### src/rtl/freq_meter.sv
// -----------------------------------------------------------------------------
// freq_meter
// Counts rising edges of a slow asynchronous signal over a fixed gate window
// timed from the 50 MHz system clock. It reports the count of each completed
// window together with a one-cycle valid strobe.
//
// Parameters
//   GATE_CYCLES  gate window length in clk_50mHz cycles (>= 2)
//   CNT_W        width of the edge counter and of freq
//   SYNC_STAGES  flip-flop stages in the sig_in synchronizer (>= 2)
//
// Ports
//   clk_50mHz   in   1      system clock
//   rst         in   1      synchronous reset, active-high
//   en          in   1      high = run back-to-back gate windows
//   sig_in      in   1      asynchronous signal under measurement
//   freq        out  CNT_W  rising-edge count of the last completed window
//   freq_valid  out  1      one-cycle pulse when freq is updated
//   overflow    out  1      last completed window saturated the edge counter
//   busy        out  1      high while a gate window is in progress
// -----------------------------------------------------------------------------
module freq_meter #(
    parameter int GATE_CYCLES = 50_000_000,
    parameter int CNT_W       = 26,
    parameter int SYNC_STAGES = 2
) (
    input  logic             clk_50mHz,
    input  logic             rst,
    input  logic             en,
    input  logic             sig_in,
    output logic [CNT_W-1:0] freq,
    output logic             freq_valid,
    output logic             overflow,
    output logic             busy
);

    localparam int                GATE_W    = $clog2(GATE_CYCLES);
    localparam logic [GATE_W-1:0] GATE_LAST = GATE_W'(GATE_CYCLES - 1);
    localparam logic [CNT_W-1:0]  CNT_MAX   = '1;

    typedef enum logic {
        IDLE,
        GATE
    } state_t;

    state_t state, state_next;

    logic [SYNC_STAGES-1:0] sync_reg;
    logic                   sync_out;
    logic                   edge_d;
    logic                   rise;

    logic [GATE_W-1:0] gate_cnt, gate_cnt_next;
    logic [CNT_W-1:0]  edge_cnt, edge_cnt_next;
    logic [CNT_W-1:0]  edge_inc;
    logic [CNT_W-1:0]  freq_next;
    logic              ovf, ovf_next;
    logic              overflow_next;
    logic              freq_valid_next;
    logic              at_max;
    logic              last_cycle;

    // The synchronizer and edge detector run in every state, so a rise that
    // arrives while idle is already consumed before a window opens.
    always_ff @(posedge clk_50mHz) begin
        if (rst) begin
            sync_reg <= '0;
            edge_d   <= 1'b0;
        end else begin
            sync_reg <= {sync_reg[SYNC_STAGES-2:0], sig_in};
            edge_d   <= sync_out;
        end
    end

    assign sync_out   = sync_reg[SYNC_STAGES-1];
    assign rise       = sync_out & ~edge_d;
    assign at_max     = (edge_cnt == CNT_MAX);
    assign last_cycle = (gate_cnt == GATE_LAST);

    // Saturating edge count including the current cycle's rise.
    assign edge_inc   = (rise && !at_max) ? edge_cnt + CNT_W'(1) : edge_cnt;

    // Next-state and output decode. On the last gate cycle the result is
    // published and the counters restart at once, so consecutive windows
    // abut with no dead cycle. An abort leaves the published result alone.
    always_comb begin
        state_next      = state;
        gate_cnt_next   = gate_cnt;
        edge_cnt_next   = edge_cnt;
        ovf_next        = ovf;
        freq_next       = freq;
        overflow_next   = overflow;
        freq_valid_next = 1'b0;
        busy            = 1'b0;

        case (state)
            IDLE: begin
                if (en) begin
                    state_next    = GATE;
                    gate_cnt_next = '0;
                    edge_cnt_next = '0;
                    ovf_next      = 1'b0;
                end
            end
            GATE: begin
                busy = 1'b1;
                if (!en) begin
                    state_next = IDLE;
                end else if (last_cycle) begin
                    freq_next       = edge_inc;
                    overflow_next   = ovf | (rise & at_max);
                    freq_valid_next = 1'b1;
                    gate_cnt_next   = '0;
                    edge_cnt_next   = '0;
                    ovf_next        = 1'b0;
                end else begin
                    gate_cnt_next = gate_cnt + GATE_W'(1);
                    edge_cnt_next = edge_inc;
                    ovf_next      = ovf | (rise & at_max);
                end
            end
            default: begin
                state_next = IDLE;
            end
        endcase
    end

    // State and result registers; reset overrides en.
    always_ff @(posedge clk_50mHz) begin
        if (rst) begin
            state      <= IDLE;
            gate_cnt   <= '0;
            edge_cnt   <= '0;
            ovf        <= 1'b0;
            freq       <= '0;
            overflow   <= 1'b0;
            freq_valid <= 1'b0;
        end else begin
            state      <= state_next;
            gate_cnt   <= gate_cnt_next;
            edge_cnt   <= edge_cnt_next;
            ovf        <= ovf_next;
            freq       <= freq_next;
            overflow   <= overflow_next;
            freq_valid <= freq_valid_next;
        end
    end

endmodule
### config.mk
export PLATFORM = sky130hd
export DESIGN_NAME = freq_meter
export DESIGN_NICKNAME = d
export VERILOG_FILES = /design/src/rtl/freq_meter.sv
export SDC_FILE = /design/constraint.sdc
export NUM_CORES = 1
export LEC_CHECK = 0
export ABC_AREA = 1
export BUFFER_PORTS_ARGS = -buffer_cell sky130_fd_sc_hd__clkbuf_2
export CAP_MARGIN = 25
export CORE_ASPECT_RATIO = 0.75
export CORE_MARGIN = 3
export CORE_UTILIZATION = 60
export DETAILED_ROUTE_END_ITERATION = 7
export GPL_TIMING_DRIVEN = 0
export PLACE_DENSITY = 0.79
export SYNTH_ARGS = -nofsm -noshare
export SYNTH_HDL_FRONTEND = slang
export SYNTH_SLANG_ARGS = --single-unit
### constraint.sdc
create_clock -name clk_50mHz -period 5.44 [get_ports clk_50mHz]
set_input_delay 0.272 -clock clk_50mHz [delete_from_list [all_inputs] [get_ports clk_50mHz]]
set_output_delay 0.272 -clock clk_50mHz [all_outputs]
set_load 0.01 [all_outputs]
-- Word-level counts from Yosys, hierarchy flattened
Index checks and enable logic that the tools add are counted.
- equal/unequal tests: 4
- $lt $le $gt $ge: 0
- shift operators: 0
- multiplexer cells: 15
- $mul: 0
- add/sub/neg operators: 2
- bitwise operators: 6
- reductions and logical operators: 5
- div/mod/pow operators: 0
- operators by type and width (kind ; number):
    $mux 26 ; 6
    $pmux 26 s2 ; 2
    $add 26x1->26 const B ; 2
    $eq 26x26->1 const B ; 2
    $mux 1 ; 6
    $ne 2x2->1 const B ; 2
    $not 1->1 ; 3
    $reduce_and 3->1 ; 1
    $reduce_or 3->1 ; 1
    $and 1x1->1 ; 2
    $pmux 1 s2 ; 1
    $reduce_and 2->1 ; 1
    $logic_and 1x1->1 ; 1
    $logic_not 1->1 ; 1
    $or 1x1->1 ; 1
- bits in registers: 85
- memories: 0
- latch bits: 0
- input port bits: 4
- ROM bits: 0
- output and inout port bits: 29
- memory bits (writable): 0
- logic and storage cells: 41

-- Depth between registers and ports, before layout
- word-level depth: 7
- gate-level depth with buffers: 13
- mapped depth without buffers: 12

-- Worst setup path after synthesis
No wires, ideal clock.
- path kind: register -> register
- start point: register edge_cnt[0]
- end point: register edge_cnt[8]
- buffers on the path: 1
- data required time: 5.371 ns
- data arrival time: 1.697 ns
- path slack: 3.674 ns
- cell stages (with the launch flop): 13
- period minus slack after synthesis: 1.766 ns
- cells stage by stage: dfxtp_1 -> ha_1 -> inv_1 -> nor2_4 -> nand2_4 -> nor2_8 -> nand3_4 -> nand2_4 -> buf_12 -> nand2_1 -> nand2_1 -> nand2_1 -> a21oi_2
- longest elaborated chain between the ends: 7
- elaborated cells on any way between the ends: 8
- ends and longest elaborated chain (what ; RTL line ; RTL):
    from (decl) ; 54 ; logic [CNT_W-1:0] edge_cnt, edge_cnt_next;
    from (signal assigned) ; 141 ; edge_cnt <= edge_cnt_next;
    parallel branches: the longest is 3 deep, another holds $add 26x1->26 ; - ;
    $mux 26 * ; 81 ; assign edge_inc = (rise && !at_max) ? edge_cnt + CNT_W'(1) : edge_cnt;
    $mux 26 * ; 109 ; end else if (last_cycle) begin
    $mux 26 * ; 107 ; if (!en) begin
    $pmux 26 s2 * ; 96 ; case (state)
Mark *: on every way between the ends. The select of a mux whose other input is x is not followed.
A chain may end at the register's enable or synchronous reset.

-- Final worst setup path
- start point: register edge_cnt[0]
- end point: register edge_cnt[24]
The elaborated chain is that of the path after synthesis.

==> flow_results.org <==
** Synth
- Post-Synthesis Net Count :: about 770
- In this run the cell area of the synthesized design comes to around 4900 um^2.
- Fraction of post-synthesis cell area in the top cell type by area :: between 30% and 40%
- Cell type contributing the most total cell area after synthesis :: sky130_fd_sc_hd__dfxtp_1
- For this run, the register share of the synthesized area comes to between 30% and 40%.
- After synthesis, the cell types taking the most area are sky130_fd_sc_hd__dfxtp_1 35%, sky130_fd_sc_hd__nand2_1 20%, sky130_fd_sc_hd__nand3_1 7.5%.
- Most instantiated library cell after synthesis :: sky130_fd_sc_hd__nand2_1
- A synthesized cell averages 6.40 um^2.
- Most used DFF post-synth :: sky130_fd_sc_hd__dfxtp_1
- Number of flops mapped to enable cells by yosys :: 0
- Distinct cells, synth :: 35
- Most frequent cells after synthesis :: 268 x sky130_fd_sc_hd__nand2_1, 86 x sky130_fd_sc_hd__inv_1, 85 x sky130_fd_sc_hd__dfxtp_1
- FFs w/ async S/R, synth :: 0%
- Mapped Cells :: 768
- Number of synthesized register bits :: 85
- Yosys warns :: 0

** Die
- Core Box Area :: 7630 um^2
- For this configuration, the core starts out at a cell density of between 60% and 70%.
- Placement Rows :: 27
- Die area :: just over 9000 um^2
- For this design the top-level I/O count stands at 33.
- Measured along the x axis, the die boundary spans 111 um.
- Height of the die :: approximately 84 um

** Cells and area
- The largest registers in the layout are edge_cnt (26), freq (26), gate_cnt (26).
- At the end of the flow the core is filled with cells to a little under three quarters.
- Ratio of cells with drive above 1 in the final layout :: between 10% and 20%
- Count of antenna diodes in the layout :: 0
- In the final design database the tool counted about 820 nets.
- Layout Cells excl Fill :: between 900 and 1,000
- From synthesis to final layout, the design area changed by 10.3%.

** Setup path
- Critical Path Source Type :: flop
- The critical path in this run is classified as flop to flop.
- Cell breakdown of the critical path :: ha_1, inv_1, nor2_4, nand2_4, nor2_8, a21oi_2, buf_2, nand3_1, nand3_1, a21oi_1
- Top cell by count, worst path :: sky130_fd_sc_hd__nand3_1
- At the worst endpoint, the required time is around 5.7 ns.
- Slowest cell on the critical path :: sky130_fd_sc_hd__dfxtp_1
- In this run the worst path has a maximum fanout of 10.
- CP endpoint kind :: flop
- For the worst setup path, the data arrival time is ~2.5 ns.
- Delay of the slowest critical-path stage :: ~0.39 ns

** Detailed routing
- DRC marker count from the first detailed-route iteration :: between 600 and 700
- Across all layers, the routed design uses about 5,200 vias.
- Vias per Instance :: roughly 5.6
- Number of optimization iterations in the first detailed-route pass :: 5
- Routed length per instance :: around 15 um
- Once detail routing completed, the nets flagged for antenna violations numbered 0.
- Post-detailed-routing wire length :: between 10,000 and 15,000 um
- After detailed routing, the number of remaining DRC violations is 0.

** Global route
- Via count of the first global-routing pass :: slightly below 5,000
- Global routing used between 30% and 40% of the available tracks across all layers.
- Largest net degree at the start of global routing :: 15
- Met1 usage in global routing :: 42.7%
- Busiest metal layer after global routing :: met2
- Grt met2 use :: approximately 46%
- Total grt overflow :: 0
- The first global-routing pass estimated about 23,000 um of wire.
- For this run, global-route usage on met3 was measured as 9.01%.
- Number of antenna violations at the first check in global routing :: 0

** Placed design
- # port buffers :: 31
- Placed Cells :: 900
- Placer's final routability congestion estimate :: roughly 1
- HPWL Detailed :: approximately 11,000 um

** Clocking
- In this run, post-CTS hold repair placed 0 buffers.
- Clk_lat worst skew :: roughly 0.37 ns
- Clock-pin transition on the worst setup and hold timing paths :: around 0.090 ns
- Post-CTS Setup Inserts :: 0
- The cell sitting at the root of the clock tree is a sky130_fd_sc_hd__clkbuf_8.
- CTS sink cnt :: between 80 and 90
- TritonCTS clock tree :: built
- CTS HTree Levels :: 3
- Cts repair resizes :: 0
- TritonCTS Buffers :: 9
- Maximum clock path buffer count :: 2

** STA
- Setup repair after global routing left no endpoint under its margin.
- Clock skew on the completed layout was measured at approximately 0.0093 ns.
- The count of endpoints failing hold in the final timing report is 0.
- Clock period minus final worst setup slack :: approximately 2.2 ns
- Max-slew headroom :: between 50 and 60%
- Transition time at the pin with the least slew margin :: between 0.7 and 0.8 ns
- Crit share post-route :: between 40 and 50%
- Highest clock rate :: ~450 MHz
- Aggregate negative setup slack :: 0 ns
- The count of final max-slew check failures was 0.
- Endpoints failing setup :: 0

** Job
- Max-cap violations in this run came to 0.

** Power and ir drop
- Power spread over the standard cell area amounts to around 220 nW/um^2.
- Total leakage power :: roughly 0.0023 uW
- The worst-case IR drop observed on VDD is about 0.23 mV.

** Run status
- Result of the run :: finished, final reports clean

** Worst hold path
- Hold Path Class :: input pin to flop
critical path: cells and delay by family, from the launching register on:
family          cells  cell delay (ns)
compound gates      2             0.43
fa+ha+maj           1             0.29
buf+inv             2             0.46
flops               1             0.39
simple gates        5             0.51
per-layer routing:
layer  share of wire (%)  up-vias
met4                 1.7        0
met2                  42      274
met1                  46     2360
met3                  11       26
met5                   0        -
li1                    -     2512
final timing paths:
path / startpoint / end / slack (ns) / depth (start not counted)
max: edge_cnt[0] / edge_cnt[24] / 3.22 / 10
max reg2reg: edge_cnt[0] / edge_cnt[24] / 3.22 / 10
min reg2reg: sync_reg[0] / sync_reg[1] / 0.42 / 2
min: sig_in / sync_reg[0] / 0.08 / 3
cell families (layout without fill, tap and decap cells):
kind of cell,Yosys count,count (layout),synth area share [%]
adders and majority gates,2,2,0.509
DFF,85,85,34.6
AOI/OAI and AO/OA,88,88,10.5
and+or+nand+nor,464,464,41.6
buffers and inverters,115,162,10.2
xor gates and xnor gates,14,14,2.49
metrics by stage:
step           area (um^2)  power [uW]  hold WS, ns  setup slack [ns]
2_1_floorplan         4910         668        0.366              3.67
3_3_place_gp          5200         685        0.402              3.33
3_5_place_dp          5200         686        0.413              3.29
4_1_cts               5420        1190       0.0734              3.27
5_1_grt               5420        1220       0.0802              3.06
6_report              5420        1190       0.0829              3.22
cell usage in the layout (no fill, tap or decap), types with 11 or more instances in the layout:
cell type / synthesis / final
sky130_fd_sc_hd__nand2_1: 268 / 268
sky130_fd_sc_hd__inv_1: 86 / 86
sky130_fd_sc_hd__dfxtp_1: 85 / 85
sky130_fd_sc_hd__nand3_1: 74 / 74
sky130_fd_sc_hd__nor2_1: 59 / 59
sky130_fd_sc_hd__a21oi_1: 45 / 45
sky130_fd_sc_hd__clkbuf_2: 0 / 31
sky130_fd_sc_hd__o21ai_0: 16 / 16
sky130_fd_sc_hd__or2_2: 14 / 14
sky130_fd_sc_hd__clkbuf_1: 13 / 13
sky130_fd_sc_hd__nor3_1: 12 / 12
sky130_fd_sc_hd__nand4_1: 12 / 12
sky130_fd_sc_hd__o21a_1: 12 / 12
sky130_fd_sc_hd__a21oi_2: 11 / 11
where the power goes:
part           internal (uW)  switching, uW
Sequential               623           1.35
Combinational           9.71           37.6
Clock                    270            244
Total                    903            283
area by class of cell:
type	instances	area [um^2]
well taps	101	126
clock inverters	6	86.3
repair buffers	31	155
multi-input cells	568	2710
plain buffers	27	170
fillers	678	2210
flip-flops and latches	85	1700
clock buffers	10	138
inverters	88	330
Power figures use the tool's default switching activity.
